<file path="config.mk">
export PLATFORM = sky130hd
export DESIGN_NAME = button_debouncer_flat
export DESIGN_NICKNAME = d
export VERILOG_FILES = /design/src/rtl/button_debouncer_if.sv /design/src/rtl/button_debouncer.sv /design/src/flat_wrapper.sv
export SDC_FILE = /design/constraint.sdc
export NUM_CORES = 1
export LEC_CHECK = 0
export CORE_UTILIZATION = 40
export DETAILED_ROUTE_END_ITERATION = 10
export SETUP_SLACK_MARGIN = 0.2
export SYNTH_ARGS = -nofsm -noshare
export SYNTH_HDL_FRONTEND = slang
export SYNTH_SLANG_ARGS = --single-unit
</file>
<file path="constraint.sdc">
create_clock -name pin3_clk_16mhz -period 1.9 [get_ports pin3_clk_16mhz]
set_clock_uncertainty 0.1 [all_clocks]
set_input_delay 0.57 -clock pin3_clk_16mhz [delete_from_list [all_inputs] [get_ports pin3_clk_16mhz]]
set_output_delay 0.57 -clock pin3_clk_16mhz [all_outputs]
set_load 0.05 [all_outputs]
</file>
<file path="src/rtl/button_debouncer_if.sv">
// Button debouncer bus: raw pin in, clean level and event pulses out.
// master = button consumer side, slave = debouncer.
interface button_debouncer_if;
    logic btn_raw;
    logic btn_level;
    logic press_pulse;
    logic release_pulse;
    logic long_press_pulse;

    modport master (
        output btn_raw,
        input  btn_level,
        input  press_pulse,
        input  release_pulse,
        input  long_press_pulse
    );

    modport slave (
        input  btn_raw,
        output btn_level,
        output press_pulse,
        output release_pulse,
        output long_press_pulse
    );
endinterface

</file>
<file path="src/rtl/button_debouncer.sv">
// Push-button debouncer: 2-flop sync, debounce FSM, long-press detect.
// Ports: pin3_clk_16mhz, rst (sync, active high), bus (slave modport).
module button_debouncer #(
    parameter int DEBOUNCE_CYCLES   = 160000,
    parameter int LONG_PRESS_CYCLES = 16000000,
    parameter bit ACTIVE_LOW        = 1'b1
) (
    input  logic               pin3_clk_16mhz,
    input  logic               rst,
    button_debouncer_if.slave  bus
);

    localparam int DW = $clog2(DEBOUNCE_CYCLES + 1);
    localparam int LW = $clog2(LONG_PRESS_CYCLES + 1);

    localparam logic [DW-1:0] DB_LAST   = DW'(DEBOUNCE_CYCLES - 1);
    localparam logic [LW-1:0] LONG_LAST = LW'(LONG_PRESS_CYCLES - 1);
    localparam logic [LW-1:0] LONG_SAT  = LW'(LONG_PRESS_CYCLES);

    // Raw pin level that means "released".
    localparam logic REL_RAW = ACTIVE_LOW ? 1'b1 : 1'b0;

    typedef enum logic [1:0] {
        S_RELEASED,
        S_PRESS_WAIT,
        S_PRESSED,
        S_RELEASE_WAIT
    } state_t;

    logic            r_sync1;
    logic            r_sync2;
    state_t          r_state;
    logic [DW-1:0]   r_cnt;
    logic [LW-1:0]   r_lcnt;
    logic            r_level;
    logic            r_press;
    logic            r_release;
    logic            r_long;

    logic            w_p;
    logic            w_long_run;
    state_t          w_state_nxt;
    logic [DW-1:0]   w_cnt_nxt;
    logic [LW-1:0]   w_lcnt_nxt;
    logic            w_level_nxt;
    logic            w_press_nxt;
    logic            w_release_nxt;
    logic            w_long_nxt;

    always_ff @(posedge pin3_clk_16mhz) begin
        if (rst) begin
            r_sync1 <= REL_RAW;
            r_sync2 <= REL_RAW;
        end else begin
            r_sync1 <= bus.btn_raw;
            r_sync2 <= r_sync1;
        end
    end

    assign w_p = r_sync2 ^ REL_RAW;

    always_ff @(posedge pin3_clk_16mhz) begin
        if (rst) begin
            r_state   <= S_RELEASED;
            r_cnt     <= '0;
            r_lcnt    <= '0;
            r_level   <= 1'b0;
            r_press   <= 1'b0;
            r_release <= 1'b0;
            r_long    <= 1'b0;
        end else begin
            r_state   <= w_state_nxt;
            r_cnt     <= w_cnt_nxt;
            r_lcnt    <= w_lcnt_nxt;
            r_level   <= w_level_nxt;
            r_press   <= w_press_nxt;
            r_release <= w_release_nxt;
            r_long    <= w_long_nxt;
        end
    end

    always_comb begin
        w_state_nxt   = r_state;
        w_cnt_nxt     = r_cnt;
        w_lcnt_nxt    = r_lcnt;
        w_level_nxt   = r_level;
        w_press_nxt   = 1'b0;
        w_release_nxt = 1'b0;
        w_long_nxt    = 1'b0;
        w_long_run    = 1'b0;

        unique case (r_state)
            S_RELEASED: begin
                if (w_p) begin
                    w_state_nxt = S_PRESS_WAIT;
                    w_cnt_nxt   = DW'(1);
                end else begin
                    w_cnt_nxt   = '0;
                end
            end
            S_PRESS_WAIT: begin
                if (!w_p) begin
                    w_state_nxt = S_RELEASED;
                    w_cnt_nxt   = '0;
                end else if (r_cnt == DB_LAST) begin
                    w_state_nxt = S_PRESSED;
                    w_cnt_nxt   = '0;
                    w_level_nxt = 1'b1;
                    w_press_nxt = 1'b1;
                    w_lcnt_nxt  = '0;
                end else begin
                    w_cnt_nxt   = r_cnt + DW'(1);
                end
            end
            S_PRESSED: begin
                w_long_run = 1'b1;
                if (!w_p) begin
                    w_state_nxt = S_RELEASE_WAIT;
                    w_cnt_nxt   = DW'(1);
                end else begin
                    w_cnt_nxt   = '0;
                end
            end
            S_RELEASE_WAIT: begin
                w_long_run = 1'b1;
                if (w_p) begin
                    w_state_nxt = S_PRESSED;
                    w_cnt_nxt   = '0;
                end else if (r_cnt == DB_LAST) begin
                    w_state_nxt   = S_RELEASED;
                    w_cnt_nxt     = '0;
                    w_level_nxt   = 1'b0;
                    w_release_nxt = 1'b1;
                end else begin
                    w_cnt_nxt     = r_cnt + DW'(1);
                end
            end
            default: begin
                w_state_nxt = S_RELEASED;
                w_cnt_nxt   = '0;
            end
        endcase

        // Release wins the edge so pulses stay mutually exclusive;
        // the long counter saturates one past its firing value.
        if (w_long_run && !w_release_nxt) begin
            if (r_lcnt == LONG_LAST) begin
                w_long_nxt = 1'b1;
                w_lcnt_nxt = LONG_SAT;
            end else if (r_lcnt != LONG_SAT) begin
                w_lcnt_nxt = r_lcnt + LW'(1);
            end
        end
    end

    always_comb begin
        bus.btn_level        = r_level;
        bus.press_pulse      = r_press;
        bus.release_pulse    = r_release;
        bus.long_press_pulse = r_long;
    end

endmodule
</file>
<file path="src/flat_wrapper.sv">
// flat-port wrapper written by rule: the top's interface ports become plain ports
module button_debouncer_flat 
#(
    parameter int DEBOUNCE_CYCLES   = 160000,
    parameter int LONG_PRESS_CYCLES = 16000000,
    parameter bit ACTIVE_LOW        = 1'b1
)
  (pin3_clk_16mhz, rst, bus_btn_raw, bus_btn_level, bus_press_pulse, bus_release_pulse, bus_long_press_pulse);
  button_debouncer_if bus_i ();
  input  logic pin3_clk_16mhz;
  input  logic rst;
  input wire logic [$bits(bus_i.btn_raw)-1:0] bus_btn_raw;
  output wire logic [$bits(bus_i.btn_level)-1:0] bus_btn_level;
  output wire logic [$bits(bus_i.press_pulse)-1:0] bus_press_pulse;
  output wire logic [$bits(bus_i.release_pulse)-1:0] bus_release_pulse;
  output wire logic [$bits(bus_i.long_press_pulse)-1:0] bus_long_press_pulse;
  assign bus_i.btn_raw = bus_btn_raw;
  assign bus_btn_level = bus_i.btn_level;
  assign bus_press_pulse = bus_i.press_pulse;
  assign bus_release_pulse = bus_i.release_pulse;
  assign bus_long_press_pulse = bus_i.long_press_pulse;
  button_debouncer #(.DEBOUNCE_CYCLES(DEBOUNCE_CYCLES), .LONG_PRESS_CYCLES(LONG_PRESS_CYCLES), .ACTIVE_LOW(ACTIVE_LOW)) u_core (.pin3_clk_16mhz(pin3_clk_16mhz), .rst(rst), .bus(bus_i));
endmodule
</file>
## Word level (Yosys, flattened, before mapping)

Cells that the tools add are included.

| storage, ports and cells | value |
|---|---|
| register bits after elaboration | 50 |
| latch bits | 0 |
| bits in writable memories | 0 |
| ROM bits | 0 |
| bits of input ports | 3 |
| output and inout bits | 4 |
| word-level logic and storage cells | 65 |
| memories | 0 |

| cells by class | value |
|---|---|
| add/subtract/negate cells | 2 |
| $mul | 0 |
| divide/modulo/power cells | 0 |
| order comparisons | 0 |
| equality and inequality tests | 14 |
| shift-type cells | 0 |
| muxes and demuxes | 29 |
| bitwise gates (word level) | 2 |
| reduce and logical (&&, ||, !) cells | 9 |

Operators with widths:

| cell | count |
|---|---|
| $mux 24 | 6 |
| $pmux 18 s4 | 1 |
| $mux 18 | 3 |
| $add 24x1->24 const B | 1 |
| $eq 24x24->1 const B | 1 |
| $ne 24x24->1 const B | 1 |
| $add 18x1->18 const B | 1 |
| $eq 18x18->1 const B | 1 |
| $mux 2 | 6 |
| $mux 1 | 11 |
| $ne 2x1->1 const B | 4 |
| $pmux 2 s4 | 1 |
| $reduce_and 5->1 | 1 |
| $eq 2x2->1 const B | 2 |
| $ne 2x2->1 const B | 2 |
| $reduce_and 4->1 | 1 |
| $reduce_or 2->1 | 2 |
| $ne 3x1->1 const B | 1 |
| $ne 3x3->1 const B | 1 |
| $reduce_or 3->1 | 1 |
| $eq 2x1->1 const B | 1 |
| $logic_not 2->1 | 1 |
| $not 1->1 | 2 |
| $pmux 1 s2 | 1 |
| 3 further kinds | 3 |

## Longest topological paths before layout

Gate-level depths: netlist of the first run.

| depth | value |
|---|---|
| word-level depth | 8 |
| gate-level depth with buffers | 9 |
| mapped depth without buffers | 7 |

## Least setup slack after synthesis of the first run

Ideal clock, no wire load.

| timing | value |
|---|---|
| path type | reg2reg |
| from | register u_core.r_cnt[0] |
| to | register u_core.r_lcnt[7] |
| setup time | 0.072 ns |
| arrival | 1.844 ns |
| required time | 1.728 ns |
| path slack | -0.115 ns |
| stages on the path, launching flop included | 9 |
| buffers on the path | 1 |
| clock period less this slack | 2.015 ns |
| cell sequence | dfxtp_1 -> ha_1 -> and3_1 -> nand2_2 -> o31ai_2 -> nor4_2 -> buf_6 -> a21oi_1 -> mux2i_1 |

| on the way | value |
|---|---|
| cells in the longest elaborated chain, start to end | 7 |
| elaborated cells between the ends (all ways) | 12 |
| those cells by class | eq/ne: 1; mux: 9; reduce/logical: 2 |

Ends and longest elaborated chain:

| what | line | text |
|---|---|---|
| start, declared | button_debouncer.sv:33 | `logic [DW-1:0] r_cnt;` |
| start signal, assigned | button_debouncer.sv:73 | `r_cnt <= w_cnt_nxt;` |
| $eq 18x18->1 * | button_debouncer.sv:105, button_debouncer.sv:129 |  |
| $mux 24 or $mux 1 (tied branches) | button_debouncer.sv:105, button_debouncer.sv:129 |  |
| $mux 24 or $mux 1 (tied branches) | button_debouncer.sv:102, button_debouncer.sv:126 |  |
| $mux 24 or $mux 1 (tied branches) | button_debouncer.sv:92 | `unique case (r_state)` |
| $mux 24 or $logic_not 1->1 (tied branches) | button_debouncer.sv:150, button_debouncer.sv:146 |  |
| $mux 24 or $logic_and 1x1->1 (tied branches) | button_debouncer.sv:147, button_debouncer.sv:146 |  |
| $mux 24 * | button_debouncer.sv:146 | `if (w_long_run && !w_release_nxt) begin` |
| end signal, assigned | button_debouncer.sv:74 | `r_lcnt <= w_lcnt_nxt;` |
| end, declared | button_debouncer.sv:34 | `logic [LW-1:0] r_lcnt;` |

Every way passes the cells marked *; elsewhere a longest branch is shown, timed or not.
A chain may end at the register's enable or synchronous reset.

## Worst setup path after layout of the first run

| timing | value |
|---|---|
| from | register u_core.r_lcnt[12] |
| to | register u_core.r_lcnt[0] |

| on the way | value |
|---|---|
| cells in the longest elaborated chain, start to end | 4 |
| elaborated cells between the ends (all ways) | 5 |
| those cells by class | eq/ne: 2; mux: 3 |

Ends and longest elaborated chain:

| what | line | text |
|---|---|---|
| $ne 24x24->1 | button_debouncer.sv:150 | `end else if (r_lcnt != LONG_SAT) begin` |
| $mux 24 | button_debouncer.sv:150 |  |
| $mux 24 * | button_debouncer.sv:147 | `if (r_lcnt == LONG_LAST) begin` |
| $mux 24 * | button_debouncer.sv:146 |  |

Marked as above.

==> flow_summary_export.csv, run 1 <==
group,metric,value,unit
setup_path,rr_worst_depth,8,
sta,setup_viol,23,
synthesis,synth_cell_types,54,
placed_design,dp_slack,-201.7,ps
layout,regMostFlops,"u_core.r_lcnt",
layout,layout_common_cells,"buf_4, dfxtp_1, nor2_1, nand2_1, nand3_1",
detailed_routing,antenna_left,0,
detailed_routing,drt_first_pass_iters,4,
die,initial_core_util,0.4249,
grt,track_usage,0.2108,
cts,clockBufferDepth,2,
synthesis,synth_edf_count,0,
power,p_total,2.030,mW
layout,final_common_cell,"buf_4",
layout,design_area,3692,um2
cts,cts_made_buffers,5,
worst_hold_path,min_path_cells,1,
power,p_seq_frac,0.521,
synthesis,synth_top_flop_cell,"dfxtp_1",
placed_design,place_inst,440,
setup_path,cp.arrival,2120,ps
layout,drive_above_1_share,0.3723,
grt,grt_pass1_vias,2308,
die,fp.dieArea,6763,um2
synthesis,netlist_area,2575,um2
sta,setup_slack,-123.6,ps
detailed_routing,wl_per_cell,14.17,um
status,violations,"negative setup slack",
layout,final_util,0.6092,
grt,grt_overflow,0,
die,die_h,82.24,um
setup_path,cp-end-kind,"flip-flop",
detailed_routing,vias,2378,
power,leakage,1.404,nW
placed_design,io_buffers,6,
setup_path,start_kind,"flip-flop",
synthesis,async_reset_ff_frac,0,
power,clockPowerShare,0.447,
placed_design,place_congestion,0.8173,
die,die_w,82.24,um
power,comb_power_share,0.032,
die,fp-row-count,28,
synthesis,yosysSeqAreaShare,0.3887,
worst_hold_path,hp-start,"u_core.r_sync1",
layout,largest_reg_flops,24,
setup_path,crit_required,2000,ps
layout,fin_nets,381,
detailed_routing,wirelength,6.392,mm
synthesis,yosys.area.top_type,"dfxtp_1",
power,switching_share,0.2060,
setup_path,path_max_fanout,17,
synthesis,yosys.area.top_type_share,0.3887,
sta,tns,-1670,ps
run,maxCapViolations,0,
setup_path,r2r-start,"u_core.r_lcnt[12]",
layout,num_antenna_cells,0,
power,p_per_area,549.7,nW/um2
cts,htreeDepth,2,
power,intPower,1.611,mW
cts,insertion_delay,310,ps
placed_design,hpwl,4.633,mm
sta,final.period_utilization,1.065,
synthesis,syn_nets,303,
sta,hold_viol,0,
setup_path,reg2reg_slack,-120,ps
synthesis,synth.area.top_cells,"dfxtp_1, xnor2_1, nor2_1",
sta,maxClockFrequency,494.2,MHz
detailed_routing,routed_via_density,5.273,
synthesis,syn_area_per_cell,8.670,um2
layout,layout.cells.non_filler,451,
die,pin_count,7,
grt,grt_max_degree,18,
grt,grt_pass1_wl,10.71,mm
power,vdd_drop_max,0.0005235,V
synthesis,yosys_warnings,0,
setup_path,crit_type,"flip-flop to flip-flop",
cts,cts_tree,"built",
worst_hold_path,holdPathEnd,"u_core.r_sync2",
detailed_routing,dr.first_iter.drc_count,156,
sta,worst_pin_slew,421.4,ps
grt,antenna_found_initial,0,
cts,path_clk_slew,100,ps
cts,clock-sinks,50,
die,core_area,6061,um2
cts,cts-root-buf,"clkbuf_8",
layout,top_regs,"u_core.r_lcnt: 24 flops, u_core.r_cnt: 18 flops",
status,status,"finished, violations left",
sta,period_needed,2024,ps
placed_design,placed_area,3319,um2
sta,rsz0062_at_grt,"true",
layout,area_growth,43.39,%
setup_path,r2r-end,"u_core.r_lcnt[0]",
synthesis,synthCells,297,
power,p_switching,0.4182,mW
sta,slew_headroom,0.7191,
sta,slew_violations,0,
detailed_routing,drc,0,
sta,whs,338.8,ps
synthesis,ys_ff_latch,50,
worst_hold_path,min_path_type,"flip-flop to flip-flop",
critical path: stages (launching register included):
cell and delay, ps:
dfxtp_2 340, nor4b_4 260, nand4_1 230, buf_4 200
nor3_2 150, buf_4 170, nor4_4 40, buf_12 160
mux2_4 250
synth_stat cells (2+ instances only):
master    number
o21ai_0        2
ha_1           3
nand3_1       22
xnor2_1       16
a22o_1         4
nor3_1         7
xor2_1        10
nor4b_1        3
and2_1         3
nor4_1         4
and3_1        15
inv_1          8
nor2_2         2
nand2_1       28
buf_4          2
nor3b_1        3
or3_1          3
nor4b_2        2
and4_1         3
o21ai_1        7
nand4_1        8
mux2i_1        3
a21oi_1       16
dfxtp_1       50
buf_6          2
buf_2          4
nor2_1        34
or2_2          2
clkbuf_1       2
a221oi_1       5
layout make-up:
type                    instances  area [um2]
fillers                       538        2369
clock inverters                 3       68.82
clock buffers                   5       68.82
multi-input cells             229        1717
repair buffers                 81       705.7
inverters                       8       30.03
flip-flops and latches         50        1008
well taps                      75       93.84
layer usage:
| layer | track usage | vias up | wire, um |
|---|---|---|---|
| met5 | 0 | - | 0 |
| met4 | 0.08246 | 0 | 98 |
| met3 | 0.04725 | 7 | 149 |
| met2 | 0.3570 | 38 | 3194 |
| met1 | 0.2580 | 1116 | 2950 |
| li1 | - | 1217 | - |
worst max-delay path by stage:
| stage | cells past startpoint | endpoint | startpoint |
|---|---|---|---|
| floorplan | 7 | u_core.r_lcnt[6] | u_core.r_cnt[8] |
| global placement | 6 | u_core.r_cnt[4] | rst |
| detailed placement | 6 | u_core.r_cnt[7] | rst |
| CTS | 8 | u_core.r_lcnt[0] | u_core.r_lcnt[14] |
| global route | 7 | u_core.r_lcnt[12] | u_core.r_cnt[9] |
| finish | 8 | u_core.r_lcnt[0] | u_core.r_lcnt[12] |
power groups by stage:
| stage | Clock [mW] | Sequential (mW) | Combinational, mW |
|---|---|---|---|
| CTS | 0.935 | 1.06 | 0.0618 |
| global route | 0.981 | 1.06 | 0.0705 |
| finish | 0.907 | 1.06 | 0.0657 |
| detailed placement | 0 | 1.08 | 0.0598 |
| floorplan | 0 | 1.09 | 0.0259 |
| global placement | 0 | 1.08 | 0.0592 |
cells by family after synthesis:
group | synth area share
multiplexers | 0.01604
flip-flops | 0.3887
buffers and inverters | 0.03693
AO/OA/AOI/OAI | 0.1346
XOR/XNOR | 0.08843
adder cells (fa/ha/maj) | 0.01458
AND/OR/NAND/NOR | 0.3207
repair_timing:
item | 4_1_cts | 5_1_grt
setup endpoints to repair | 44 | 46
setup buffers | 0 | 2
resized for setup | 14 | 28
cloned | 0 | 1
pin swaps | 8 | 8
endpoints found under the hold margin | 0 | 0
hold buffers | 0 | 0
(Power assumes the default switching activity.)
==> run 2: changes to the inputs <==
Settings changed: RECOVER_POWER from default to 50.
==> run 2 against run 1 <==
Effect of this change: the run still ends with negative setup slack left; fmax barely moved; sequential share of layout area increased by 0.23 points; die area is the same; register-to-register slack about the same; worst hold slack barely moved; critical endpoint unchanged; largest cell class unchanged.
==> flow_summary_export.csv, run 2 (synthesis gave the netlist of run 1 again) <==
group,metric,value,unit
status,status,"finished, violations left",
status,violations,"negative setup slack",
setup_path,crit_required,2000,ps
layout,layout.cells.non_filler,451,
detailed_routing,vias,2375,
layout,drive_above_1_share,0.3723,
die,die_h,82.24,um
setup_path,reg2reg_slack,-130,ps
worst_hold_path,hp-start,"u_core.r_sync1",
die,core_area,6061,um2
cts,path_clk_slew,100,ps
cts,ctsHoldBuffers,0,
layout,layout_common_cells,"buf_4, dfxtp_1, nor2_1, nand2_1, nand3_1",
sta,whs,339.2,ps
setup_path,path_max_fanout,17,
setup_path,start_kind,"flip-flop",
setup_path,r2r-end,"u_core.r_lcnt[0]",
sta,maxClockFrequency,493.7,MHz
power,vdd_drop_max,0.0005238,V
layout,regMostFlops,"u_core.r_lcnt",
sta,hold_viol,0,
worst_hold_path,holdPathEnd,"u_core.r_sync2",
layout,fin_nets,381,
sta,rsz0062_at_grt,"true",
placed_design,dp_slack,-201.7,ps
die,fp-row-count,28,
run,maxCapViolations,0,
worst_hold_path,min_path_type,"flip-flop to flip-flop",
power,leakage,1.386,nW
setup_path,r2r-start,"u_core.r_lcnt[12]",
placed_design,place_congestion,0.8173,
grt,grt_pass1_wl,10.71,mm
layout,multi_input_area,1717,um2
grt,track_usage,0.2108,
layout,design_area,3661,um2
grt,grt_overflow,0,
detailed_routing,routed_via_density,5.266,
layout,largest_reg_flops,24,
power,p_per_area,552.6,nW/um2
detailed_routing,wirelength,6.396,mm
placed_design,hpwl,4.633,mm
setup_path,cp.arrival,2120,ps
layout,final_common_cell,"buf_4",
detailed_routing,drt_first_pass_iters,4,
die,initial_core_util,0.4249,
sta,final.period_utilization,1.066,
sta,setup_slack,-125.5,ps
die,fp.dieArea,6763,um2
detailed_routing,dr.first_iter.drc_count,156,
cts,clockBufferDepth,2,
setup_path,rr_worst_depth,8,
sta,setup_viol,23,
cts,clock-sinks,50,
layout,final_util,0.6040,
layout,top_regs,"u_core.r_lcnt: 24 flops, u_core.r_cnt: 18 flops",
grt,grt_pass1_vias,2308,
cts,cts_tree,"built",
sta,worst_pin_slew,421.4,ps
detailed_routing,drc,0,
placed_design,place_inst,440,
setup_path,cp-end-kind,"flip-flop",
cts,cts_made_buffers,5,
setup_path,crit_type,"flip-flop to flip-flop",
cts,htreeDepth,2,
placed_design,io_buffers,6,
worst_hold_path,min_path_cells,1,
grt,grt_max_degree,18,
sta,period_needed,2025,ps
cts,cts-root-buf,"clkbuf_8",
cts,insertion_delay,310,ps
layout,num_antenna_cells,0,
sta,slew_headroom,0.7191,
die,die_w,82.24,um
layout,n_fill_cell,546,
grt,antenna_found_initial,0,
detailed_routing,wl_per_cell,14.18,um
layout,seqCellArea,1008,um2
layout,area_growth,42.18,%
detailed_routing,antenna_left,0,
sta,slew_violations,0,
placed_design,placed_area,3319,um2
die,pin_count,7,
-- run 2: cell count changes in the layout (fill, tap and decap cells not counted), sizes merged --
| cell | previous run | this run |
|---|---|---|
| buf | 78 | 74 |
| dlymetal6s2s | 1 | 0 |
| clkbuf | 6 | 11 |
-- run 2: metrics by stage --
step | total power [mW] | TNS (ps)
finish | 2.023 | -1678
global route | 2.102 | -4105
CTS | 2.054 | -1831
detailed placement | 1.141 | -6230
global placement | 1.140 | -4125
floorplan | 1.113 | 0
-- run 2: cell type report --
type | instances | area share
Sequential cell | 50 | 0.2755
Clock buffer | 5 | 0.01880
Inverter | 8 | 0.008202
Multi-Input combinational cell | 229 | 0.4689
Tap cell | 75 | 0.02563
Clock inverter | 3 | 0.01880
Timing Repair Buffer | 81 | 0.1842
-- run 2: how the worst max path moves through the flow --
stage / from / endpoint / depth (start not counted)
final: u_core.r_lcnt[12] / u_core.r_lcnt[0] / 8
after floorplan: u_core.r_cnt[8] / u_core.r_lcnt[6] / 7
after CTS: u_core.r_lcnt[14] / u_core.r_lcnt[0] / 8
after global placement: rst / u_core.r_cnt[4] / 6
after detailed placement: rst / u_core.r_cnt[7] / 6
after global routing: u_core.r_cnt[9] / u_core.r_lcnt[12] / 7
-- run 2: power by group --
| group | total [mW] | leakage (nW) | switching (mW) | internal [mW] |
|---|---|---|---|---|
| Combinational | 0.0586 | 0.912 | 0.0343 | 0.0243 |
| Sequential | 1.06 | 0.406 | 0.00355 | 1.05 |
| Clock | 0.909 | 0.0683 | 0.381 | 0.528 |
| Total | 2.02 | 1.39 | 0.419 | 1.60 |
-- run 2: critical path: stages (launching register included) --
cell     delay, ps
dfxtp_2        340
nor4b_4        260
nand4_1        230
buf_4          200
nor3_2         150
buf_4          170
nor4_4          40
buf_12         170
mux2_4         250
-- run 2: routing by layer --
layer | vias to the layer above | wire length, um | GRT usage
met3 | 7 | 151 | 0.04725
met2 | 38 | 3198 | 0.3570
li1 | 1218 | - | -
met1 | 1112 | 2947 | 0.2580
met4 | 0 | 98 | 0.08246
met5 | - | 0 | 0
-- run 2: what timing repair did --
item,in CTS,in global routing
setup buffers,0,2
gates cloned,0,1
pin swaps,8,8
resized for setup,14,28
endpoints found under the hold margin,0,0
endpoints found under the setup margin,44,46
